### config.mk
export PLATFORM = sky130hd
export DESIGN_NAME = vscale_core_scheduler
export DESIGN_NICKNAME = d
export VERILOG_FILES = /design/src/rtl/vscale_core_scheduler_pkg.sv /design/src/rtl/vscale_rr_picker.sv /design/src/rtl/vscale_core_scheduler.sv
export SDC_FILE = /design/constraint.sdc
export NUM_CORES = 1
export LEC_CHECK = 0
export ABC_AREA = 1
export BUFFER_PORTS_ARGS = -buffer_cell sky130_fd_sc_hd__clkbuf_2
export CAP_MARGIN = 25
export CORE_MARGIN = 2
export CORE_UTILIZATION = 45
export CTS_CLUSTER_SIZE = 28
export DETAILED_ROUTE_END_ITERATION = 16
export PLACE_DENSITY_LB_ADDON = 0.25
export SYNTH_ARGS = -nofsm -noshare
export SYNTH_HDL_FRONTEND = slang
export SYNTH_SLANG_ARGS = --single-unit
### constraint.sdc
create_clock -name clk -period 4 [get_ports clk]
set_input_delay 0.6 -clock clk [delete_from_list [all_inputs] [get_ports clk]]
set_output_delay 0.6 -clock clk [all_outputs]
set_load 0.01 [all_outputs]
### src/rtl/vscale_core_scheduler_pkg.sv
// Shared constants for the multicore dmem scheduler: core count, HASTI
// transfer encodings and scheduler FSM state encodings.
package vscale_core_scheduler_pkg;

  localparam int NUM_CORES      = 4;
  localparam int CORE_IDX_WIDTH = 2;

  localparam int HASTI_TRANS_WIDTH = 2;
  localparam logic [HASTI_TRANS_WIDTH-1:0] HASTI_TRANS_IDLE   = 2'd0;
  localparam logic [HASTI_TRANS_WIDTH-1:0] HASTI_TRANS_BUSY   = 2'd1;
  localparam logic [HASTI_TRANS_WIDTH-1:0] HASTI_TRANS_NONSEQ = 2'd2;
  localparam logic [HASTI_TRANS_WIDTH-1:0] HASTI_TRANS_SEQ    = 2'd3;

  localparam int SCHED_STATE_WIDTH     = 2;
  localparam int SCHED_QUANTUM_DEFAULT = 4;

  typedef enum logic [SCHED_STATE_WIDTH-1:0] {
    SCHED_IDLE   = 2'd0,
    SCHED_OWN    = 2'd1,
    SCHED_LOCK   = 2'd2,
    SCHED_SWITCH = 2'd3
  } sched_state_e;

  // Only NONSEQ and SEQ carry an actual transfer; IDLE and BUSY do not.
  function automatic logic htrans_is_req(input logic [HASTI_TRANS_WIDTH-1:0] t);
    return (t == HASTI_TRANS_NONSEQ) || (t == HASTI_TRANS_SEQ);
  endfunction

endpackage

### src/rtl/vscale_rr_picker.sv
// Combinational round-robin search: first requesting index at or after
// start, wrapping modulo NUM_CORES.
module vscale_rr_picker
  import vscale_core_scheduler_pkg::*;
(
  input  logic [NUM_CORES-1:0]      req,
  input  logic [CORE_IDX_WIDTH-1:0] start,
  output logic [CORE_IDX_WIDTH-1:0] pick,
  output logic                      found
);

  int unsigned idx;

  // Walk all positions from start, wrapping at NUM_CORES; first hit wins.
  always_comb begin
    pick  = '0;
    found = 1'b0;
    idx   = 0;
    for (int k = 0; k < NUM_CORES; k++) begin
      idx = int'(start) + k;
      if (idx >= NUM_CORES) idx = idx - NUM_CORES;
      if (!found && req[idx]) begin
        found = 1'b1;
        pick  = CORE_IDX_WIDTH'(idx);
      end
    end
  end

endmodule

### src/rtl/vscale_core_scheduler.sv
// Round-robin, quantum-bounded scheduler producing next_core for the
// multicore dmem arbiter. Never re-targets during a stalled transfer or
// while the owner holds hmastlock.
module vscale_core_scheduler
  import vscale_core_scheduler_pkg::*;
#(
  parameter int QUANTUM   = SCHED_QUANTUM_DEFAULT,
  parameter int CNT_WIDTH = 8
) (
  input  logic                         clk,
  input  logic                         reset,
  input  logic [HASTI_TRANS_WIDTH-1:0] core_htrans    [0:NUM_CORES-1],
  input  logic                         core_hmastlock [0:NUM_CORES-1],
  input  logic                         dmem_hready,
  output logic [CORE_IDX_WIDTH-1:0]    next_core,
  output logic                         sched_switch,
  output logic [SCHED_STATE_WIDTH-1:0] sched_state
);

  sched_state_e                state_q, state_d;
  logic [CORE_IDX_WIDTH-1:0]   next_core_q, next_core_d;
  logic [CORE_IDX_WIDTH-1:0]   cur_q;
  logic [CNT_WIDTH-1:0]        count_q, count_d;
  logic                        sched_switch_q;

  logic [NUM_CORES-1:0]        req;
  logic [NUM_CORES-1:0]        req_others;
  logic [CORE_IDX_WIDTH-1:0]   search_start;
  logic [CORE_IDX_WIDTH-1:0]   pick;
  logic                        other_req;
  logic                        owner_req;
  logic                        owner_lock;
  logic                        eligible;
  logic                        quantum_spent;

  // Saturating increment keeps a lone requester from wrapping back to a
  // small count and looking freshly granted.
  function automatic logic [CNT_WIDTH-1:0] sat_inc(input logic [CNT_WIDTH-1:0] c);
    return (&c) ? c : c + 1'b1;
  endfunction

  // Decode requests; the owner is masked out so pick only names other cores.
  always_comb begin
    req        = '0;
    req_others = '0;
    for (int i = 0; i < NUM_CORES; i++) begin
      req[i]        = htrans_is_req(core_htrans[i]);
      req_others[i] = req[i] && (CORE_IDX_WIDTH'(i) != next_core_q);
    end
  end

  assign search_start = (next_core_q == CORE_IDX_WIDTH'(NUM_CORES - 1)) ?
                        '0 : next_core_q + 1'b1;

  vscale_rr_picker u_picker (
    .req   (req_others),
    .start (search_start),
    .pick  (pick),
    .found (other_req)
  );

  assign owner_req     = req[next_core_q];
  assign owner_lock    = core_hmastlock[next_core_q];
  assign quantum_spent = (count_q >= CNT_WIDTH'(QUANTUM));
  // cur_q lagging next_core means the arbiter has not yet followed the last move.
  assign eligible      = dmem_hready && !owner_lock && (state_q != SCHED_SWITCH) &&
                         (cur_q == next_core_q);

  // Next-state, grant target and quantum counter.
  always_comb begin
    state_d     = state_q;
    next_core_d = next_core_q;
    count_d     = count_q;
    unique case (state_q)
      SCHED_IDLE: begin
        if (dmem_hready && owner_req) begin
          state_d = SCHED_OWN;
          count_d = CNT_WIDTH'(1);
        end else if (dmem_hready && other_req) begin
          state_d     = SCHED_SWITCH;
          next_core_d = pick;
        end
      end
      SCHED_OWN: begin
        if (owner_lock) begin
          state_d = SCHED_LOCK;
        end else if (other_req && eligible && (!owner_req || quantum_spent)) begin
          state_d     = SCHED_SWITCH;
          next_core_d = pick;
        end else if (dmem_hready && !owner_req && !other_req) begin
          state_d = SCHED_IDLE;
        end else if (dmem_hready) begin
          count_d = sat_inc(count_q);
        end
      end
      SCHED_LOCK: begin
        // Leaving with a spent quantum makes the owner yield at once if others wait.
        if (dmem_hready && !owner_lock) begin
          state_d = SCHED_OWN;
          count_d = CNT_WIDTH'(QUANTUM);
        end
      end
      SCHED_SWITCH: begin
        if (owner_req) begin
          state_d = SCHED_OWN;
          count_d = CNT_WIDTH'(1);
        end else begin
          state_d = SCHED_IDLE;
        end
      end
      default: state_d = SCHED_IDLE;
    endcase
  end

  // State, grant, arbiter mirror and switch pulse registers.
  always_ff @(posedge clk or posedge reset) begin
    if (reset) begin
      state_q        <= SCHED_IDLE;
      next_core_q    <= '0;
      cur_q          <= '0;
      count_q        <= '0;
      sched_switch_q <= 1'b0;
    end else begin
      state_q        <= state_d;
      next_core_q    <= next_core_d;
      cur_q          <= next_core_q;
      count_q        <= count_d;
      sched_switch_q <= (next_core_d != next_core_q);
    end
  end

  assign next_core    = next_core_q;
  assign sched_switch = sched_switch_q;
  assign sched_state  = state_q;

endmodule

==> impl_metrics.csv, run 1 <==
group,metric,value,unit
synth,synth.cell_area,0.00155,mm²
die,initial_core_util,46.5,%
pwr,power.clock.fraction,5.6,%
pwr,swShare,58.5,%
clock_network,cts_tree,"yes",
pwr,pwr-share-comb,78.7,%
pwr,power,1.58,mW
pwr,sequentialPowerShare,15.7,%
worst_setup_path,crit_type,"reg2reg",
synth,syn_nets,270,
status,status,"completed",
timing,hold_viol,0,
layout,multi_input_area,1000,µm²
clock_network,clock_sinks,15,
drt,drc,0,
layout,mostFrequentLayoutCell,"nand2_1",
clock_network,clk_path_buf_depth,2,
worst_setup_path,startpoint_type,"flop",
placement,dp.cells,304,
synth,yosysWarningCount,0,
clock_network,cts_resized,0,
timing,clock_skew,0.00511,ns
worst_setup_path,crit_path_frequent_cell,"nand2_1",
worst_setup_path,cp_slowest_cell,"dfrtp_1",
clock_network,cts_buffers,3,
timing,whs,0.342,ns
drt,wl_per_cell,10.7,µm
grt,antenna_found_initial,0,
drt,vias,1518,
pwr,intPower,654,µW
grt,grt.overflow.total,0,
layout,nets,288,
grt,grt_max_degree,17,
die,core_region_area,0.00334,mm²
grt,grt_pass1_vias,1456,
grt,grt_pass1_wl,6.20,mm
timing,fin_setup_tns,0,ns
pwr,ir_worst_vdd,0.493,mV
layout,fillers,356,
clock_network,cts_setup_buffers,0,
timing,rsz0062_at_grt,"no",
die,fp.dieArea,0.00394,mm²
layout,drive_above_1_share,17.2,%
worst_setup_path,worst_ep_arrival_time,3.12,ns
clock_network,hold_buffers,0,
timing,worst_slew_pin_slew,0.590,ns
worst_setup_path,crit_fanout,16,
clock_network,cts-root-buf,"clkbuf_4",
clock_network,htree_levels,1,
synth,ys_seq_area_share,24.2,%
drt,wl,3.30,mm
worst_setup_path,slowest_delay,0.54,ns
timing,min_period,2.90,ns
synth,ys_ff_latch,15,
layout,n_antenna_cell,0,
grt,grt.total_usage,18.8,%
placement,hpwl,2.66,mm
worst_setup_path,crit_chain,"inv_1, ha_1, inv_1, nand2_1, nand2_1, nand2_1, nand2_2, nand3_2, nor2_2, nor2_2, o21ai_4, nand3_1, a21oi_1",
layout,regArea,375,µm²
timing,setup-violations-final,0,
die,die_x,62.7,µm
job,maxCapViolations,0,
timing,slew_headroom,60.6,%
timing,timing.final.max_slew_violations,0,
pwr,p_switching,922,µW
min_path,hold_class,"in2async",
timing,timing.final.crit_share,72.5,%
drt,drt-pass1-iter-count,6,
synth,syn_inst,245,
timing,fmax,345,MHz
clock_network,clk_latency,0.29,ns
placement,io_buffers,15,
worst_setup_path,cp-end-kind,"flop",
drt,drt-initial-drc-count,138,
die,die_h,62.7,µm
layout,utilization,50.8,%
drt,antenna_left,0,
pwr,power_density,929,mW/mm²
worst_setup_path,critPathRequiredTime,4.22,ns
layout,final_cells,308,
layout,area_growth,9.27,%
clock_network,cts.clk_slew.worst_paths,0.10,ns
die,pin_count,20,
drt,drt-vias-per-instance,4.93,
pwr,p_leak,0.920,nW
synth,synth_cell_type_count,31,
placement,gp_congestion,0.868,
die,rows,21,
layout,final_cell_mix,"nand2_1, inv_1, nand3_1",
synth,syn_area_per_cell,6.34,µm²
## cell usage after synthesis
cell | n | area, µm²
ha_1 | 10 | 125
buf_2 | 1 | 5.00
dfrtp_1 | 15 | 375
a211oi_1 | 1 | 7.51
o211ai_1 | 1 | 7.51
a21boi_1 | 1 | 7.51
o2111ai_1 | 1 | 8.76
buf_6 | 1 | 11.3
o21ai_0 | 4 | 20.0
nor4_1 | 1 | 6.26
nor2_1 | 15 | 56.3
a31oi_1 | 1 | 6.26
inv_1 | 38 | 143
a21boi_0 | 1 | 7.51
o21a_1 | 1 | 7.51
nor3b_1 | 1 | 7.51
o21ai_1 | 3 | 15.0
nand3_2 | 4 | 40.0
o211ai_4 | 1 | 21.3
nand3_1 | 26 | 130
a21oi_1 | 12 | 60.1
nand2_1 | 79 | 297
nor2_2 | 5 | 31.3
nor3_1 | 2 | 10.0
nand4_1 | 4 | 25.0
o21ai_2 | 5 | 43.8
nor2_4 | 1 | 11.3
o21ai_4 | 1 | 16.3
inv_2 | 3 | 11.3
buf_4 | 1 | 7.51
nand2_2 | 5 | 31.3
## critical path, delay by kind of cell, from the launching register on
family / cells / cell delay, ns
AO/OA/AOI/OAI: 2 / 0.63
adder cells (fa/ha/maj): 1 / 0.42
buffers and inverters: 2 / 0.39
flip-flops: 1 / 0.54
AND/OR/NAND/NOR: 8 / 0.85
## per-layer routing
| layer | vias up | track usage (%) | wire length, µm |
|---|---|---|---|
| li1 | 815 | - | - |
| met1 | 673 | 24.4 | 1630 |
| met2 | 26 | 32.8 | 1550 |
| met3 | 4 | 1.98 | 62 |
| met4 | 0 | 6.11 | 47 |
| met5 | - | 0 | 0 |
## power groups by stage
stage | registers [mW] | clock network [mW] | logic, mW
floorplan | 0.259 | 0 | 1.02
global placement | 0.249 | 0 | 1.23
detailed placement | 0.252 | 0 | 1.24
CTS | 0.249 | 0.0905 | 1.24
global route | 0.259 | 0.0972 | 1.43
finish | 0.248 | 0.0888 | 1.24
## flip-flops by register name, indices dropped and copies added (netlist names)
signal	cells
next_core	2
count_q	8
sched_switch	1
cur_q	2
sched_state	2
## worst paths after layout
kind	start	to	slack, ns	depth (start not counted)
min in group clk	sched_state[1]	sched_state[1]	0.57	2
setup reg to reg	next_core[1]	count_q[6]	1.10	13
hold / removal	reset	count_q[4]	0.34	2
hold reg to reg	sched_state[1]	sched_state[1]	0.57	2
max in group asynchronous	reset	count_q[2]	3.27	2
setup / recovery	next_core[1]	count_q[6]	1.10	13
## final cells by class
cell class	instances	share of cell area [%]
Inverter	41	9.07
Timing Repair Buffer	16	4.87
Clock inverter	1	0.295
Multi-Input combinational cell	186	58.9
Clock buffer	3	1.33
Tap cell	46	3.39
Sequential cell	15	22.1
## cell families (layout without fill, tap and decap cells)
| family | count (synthesis) | count (layout) | share of synthesized area, % |
|---|---|---|---|
| simple gates | 143 | 143 | 41.6 |
| fa+ha+maj | 10 | 10 | 8.06 |
| compound gates | 33 | 33 | 14.7 |
| flops | 15 | 15 | 24.2 |
| buf+inv | 44 | 61 | 11.4 |
## per-stage QoR
step	cell area (µm²)	setup slack [ns]
after floorplan	1550	1.66
after global placement	1670	1.11
after detailed placement	1670	1.10
after CTS	1700	1.08
after global routing	1700	0.773
final	1700	1.10
Note: power is estimated with default switching activity, not from simulation.
==> run 2: changes to the inputs <==
--- a/config.mk
+++ b/config.mk
@@ -5,7 +5,7 @@
 export SDC_FILE = /design/constraint.sdc
 export NUM_CORES = 1
 export LEC_CHECK = 0
-export ABC_AREA = 1
+export ABC_AREA = 0
 export BUFFER_PORTS_ARGS = -buffer_cell sky130_fd_sc_hd__clkbuf_2
 export CAP_MARGIN = 25
 export CORE_MARGIN = 2
==> constraint.sdc (replaced) <==
create_clock -name clk -period 2.35 [get_ports clk]
set_input_delay 0.3525 -clock clk [delete_from_list [all_inputs] [get_ports clk]]
set_output_delay 0.3525 -clock clk [all_outputs]
set_load 0.01 [all_outputs]
==> run 2 against run 1 <==
  * Sequential cell count is the same
  * Sequential share of layout area grew 1.4 points
  * Wire length grew 0.36%
  * Clock power grew 76%
  * Power grew 26%
  * Cell count shrank 29%
  * Non-clock buffer count grew 9
  * Combinational power grew 12%
  * Area after synthesis shrank 12%
  * Largest cell class unchanged
  * Largest power group unchanged
==> impl_metrics.csv, run 2 <==
group,metric,value,unit
placement,dp.cells,214,
worst_setup_path,slowest_delay,0.56,ns
pwr,pwr-share-comb,69.9,%
worst_setup_path,crit_type,"reg2reg",
drt,wl,3.31,mm
grt,grtUsageMet1,25.3,%
grt,grt.overflow.total,0,
pwr,power_density,1240,mW/mm²
worst_setup_path,cp_top_family,"simple AND/OR/NAND/NOR gates",
worst_setup_path,worst_ep_arrival_time,2.47,ns
synth,synth_edf_count,0,
timing,timing.final.crit_share,97.2,%
grt,grt_pass1_wl,5.62,mm
clock_network,htree_levels,1,
layout,regMostFlops,"count_q",
layout,final_cells,219,
clock_network,clock_sinks,15,
synth,synth-async-reset-ratio,100,%
clock_network,clk_latency,0.29,ns
synth,synthMuxAreaShare,8.52,%
worst_setup_path,crit_buf_inv,0,
synth,ys_seq_area_share,27.5,%
worst_setup_path,startpoint_type,"flop",
layout,regArea,378,µm²
worst_setup_path,cp-end-kind,"flop",
job,maxCapViolations,0,
die,pin_count,20,
synth,ys_top_cells_by_area,"dfrtp_1, ha_1, nand3_1",
timing,rsz0062_at_grt,"yes",
die,core_region_area,0.00283,mm²
grt,grt-busiest-layer,"met2",
worst_setup_path,crit_path_start,"next_core[0]",
drt,wl_per_cell,15.1,µm
layout,fillers,246,
layout,multi_input_area,966,µm²
layout,n_antenna_cell,0,
synth,yosys.area.top_type_share,27.5,%
worst_setup_path,critPathRequiredTime,2.53,ns
synth,synth_adder_area_share,9.16,%
worst_setup_path,crit_fanout,10,
placement,gp_congestion,0.830,
synth,synth.cell_area,0.00137,mm²
synth,syn_inst,168,
timing,min_period,2.28,ns
pwr,intPower,1.01,mW
synth,synth-simple-area-share,28.8,%
worst_setup_path,crit_chain,"ha_1, nand2b_1, nand4_1, nor2_2, or4_4, a21o_1, a211o_1",
grt,grt_max_degree,24,
synth,synth_cell_type_count,40,
worst_setup_path,reg2reg_depth,7,
synth,synthXorXnorAreaFrac,1.28,%
drt,antenna_left,0,
placement,hpwl,2.47,mm
clock_network,cts_tree,"yes",
clock_network,cts.clk_slew.worst_paths,0.10,ns
drt,drt-pass1-iter-count,4,
layout,mostFrequentLayoutCell,"nand2_1",
grt,grt.total_usage,20.7,%
layout,largest_reg_flops,8,
pwr,p_switching,971,µW
layout,drive_above_1_share,23.9,%
die,rows,19,
drt,drt-vias-per-instance,6.18,
timing,timing.final.max_slew_violations,0,
layout,final_cell_mix,"nand2_1, clkbuf_2, nand3_1",
status,status,"completed",
clock_network,cts-root-buf,"clkbuf_4",
pwr,p_leak,0.715,nW
timing,whs,0.0847,ns
die,die_x,59.1,µm
drt,vias,1354,
placement,io_buffers,15,
worst_setup_path,reg2reg_to,"count_q[2]",
die,initial_core_util,48.3,%
synth,yosysWarningCount,0,
die,fp.dieArea,0.00349,mm²
grt,grt.met3_usage,3.93,%
synth,synth_top_family_by_area,"simple AND/OR/NAND/NOR gates",
timing,hold_viol,0,
synth,synth_compound_area_share,19.3,%
worst_setup_path,endpoint,"count_q[2]",
clock_network,cts_buffers,3,
synth,ys_ff_latch,15,
min_path,hold_class,"in2async",
layout,area_growth,17.4,%
pwr,ir_worst_vdd,0.800,mV
synth,syn_area_per_cell,8.13,µm²
drt,drc,0,
timing,slew_headroom,60.8,%
worst_setup_path,path_depth,7,
grt,antenna_found_initial,0,
synth,synth.cells.most_frequent,"nand2_1, dfrtp_1, nand3_1",
grt,use_met2,35.9,%
die,die_h,59.1,µm
layout,nets,214,
pwr,swShare,48.9,%
timing,fmax,438,MHz
timing,worst_slew_pin_slew,0.587,ns
worst_setup_path,timing.rr.start,"next_core[0]",
grt,grt_pass1_vias,1296,
drt,drt-initial-drc-count,127,
synth,synth_top_area_cell,"dfrtp_1",
worst_setup_path,cp_slowest_cell,"or4_4",
pwr,power.clock.fraction,7.9,%
pwr,sequentialPowerShare,22.2,%
timing,clock_skew,0.00578,ns
timing,setup-violations-final,0,
synth,syn_nets,193,
synth,synth_ff_type,"dfrtp_1",
synth,synth_most_common_cell,"nand2_1",
clock_network,clk_path_buf_depth,2,
worst_setup_path,rrSetupSlack,0.07,ns
[run 2: worst min path at each step]
stage,end,depth (start not counted),start,slack (ns)
after floorplan,count_q[0],1,reset,0.25
after global placement,sched_state[0],2,reset,0.42
after detailed placement,sched_state[1],2,reset,0.43
after CTS,sched_state[0],2,reset,0.10
after global routing,sched_state[0],2,reset,0.13
final,cur_q[0],2,reset,0.08
[run 2: cells by family (layout without fill, tap and decap cells)]
group	count (synthesis)	after routing
AO/OA/AOI/OAI	40	40
XOR/XNOR	2	2
adder cells (fa/ha/maj)	10	10
buffers and inverters	19	39
flip-flops	15	15
multiplexers	9	9
AND/OR/NAND/NOR	73	73
[run 2: worst reg2reg max path: stages, from the launching register on]
cell and delay, ns:
dfrtp_2 0.52, ha_1 0.25, nand2b_1 0.17, nand4_1 0.15, nor2_2 0.07, or4_4 0.56, a21o_1 0.21, a211o_1 0.25
[run 2: area by class of cell]
type / count / share of cell area (%)
sequential: 15 / 23.6
multi-input combinational: 134 / 60.2
inverter: 10 / 2.81
clock buffer: 4 / 1.64
timing repair buffer: 25 / 9.36
tap: 31 / 2.42
[run 2: layer usage]
layer	up-vias	wire length [µm]
met3	9	182
li1	655	-
met5	-	0
met2	42	1660
met4	0	59
met1	648	1410
[run 2: repair_timing]
item / in CTS / in global routing
hold buffers: 0 / 0
buffers inserted: 0 / 1
endpoints found under the setup margin: 0 / 6
gates resized for setup: 0 / 1
[run 2: power by group through the flow]
stage	Combinational (mW)	Sequential, mW	Clock, mW
6_report	1.39	0.442	0.156
5_1_grt	1.52	0.456	0.174
4_1_cts	1.36	0.446	0.161
3_5_place_dp	1.35	0.451	0
3_3_place_gp	1.31	0.445	0
2_1_floorplan	1.02	0.434	0
[run 2: stage by stage]
stage          cell area [µm²]  power [mW]  utilization, %  setup TNS, ns  setup WS, ns
5_1_grt                   1600        2.15            56.7        -0.0869       -0.0869
3_3_place_gp              1570        1.75            55.4              0        0.0544
6_report                  1600        1.99            56.7              0        0.0663
2_1_floorplan             1450        1.46               -              0        0.0108
3_5_place_dp              1570        1.80            55.4              0        0.0673
4_1_cts                   1590        1.96            56.3              0        0.0562
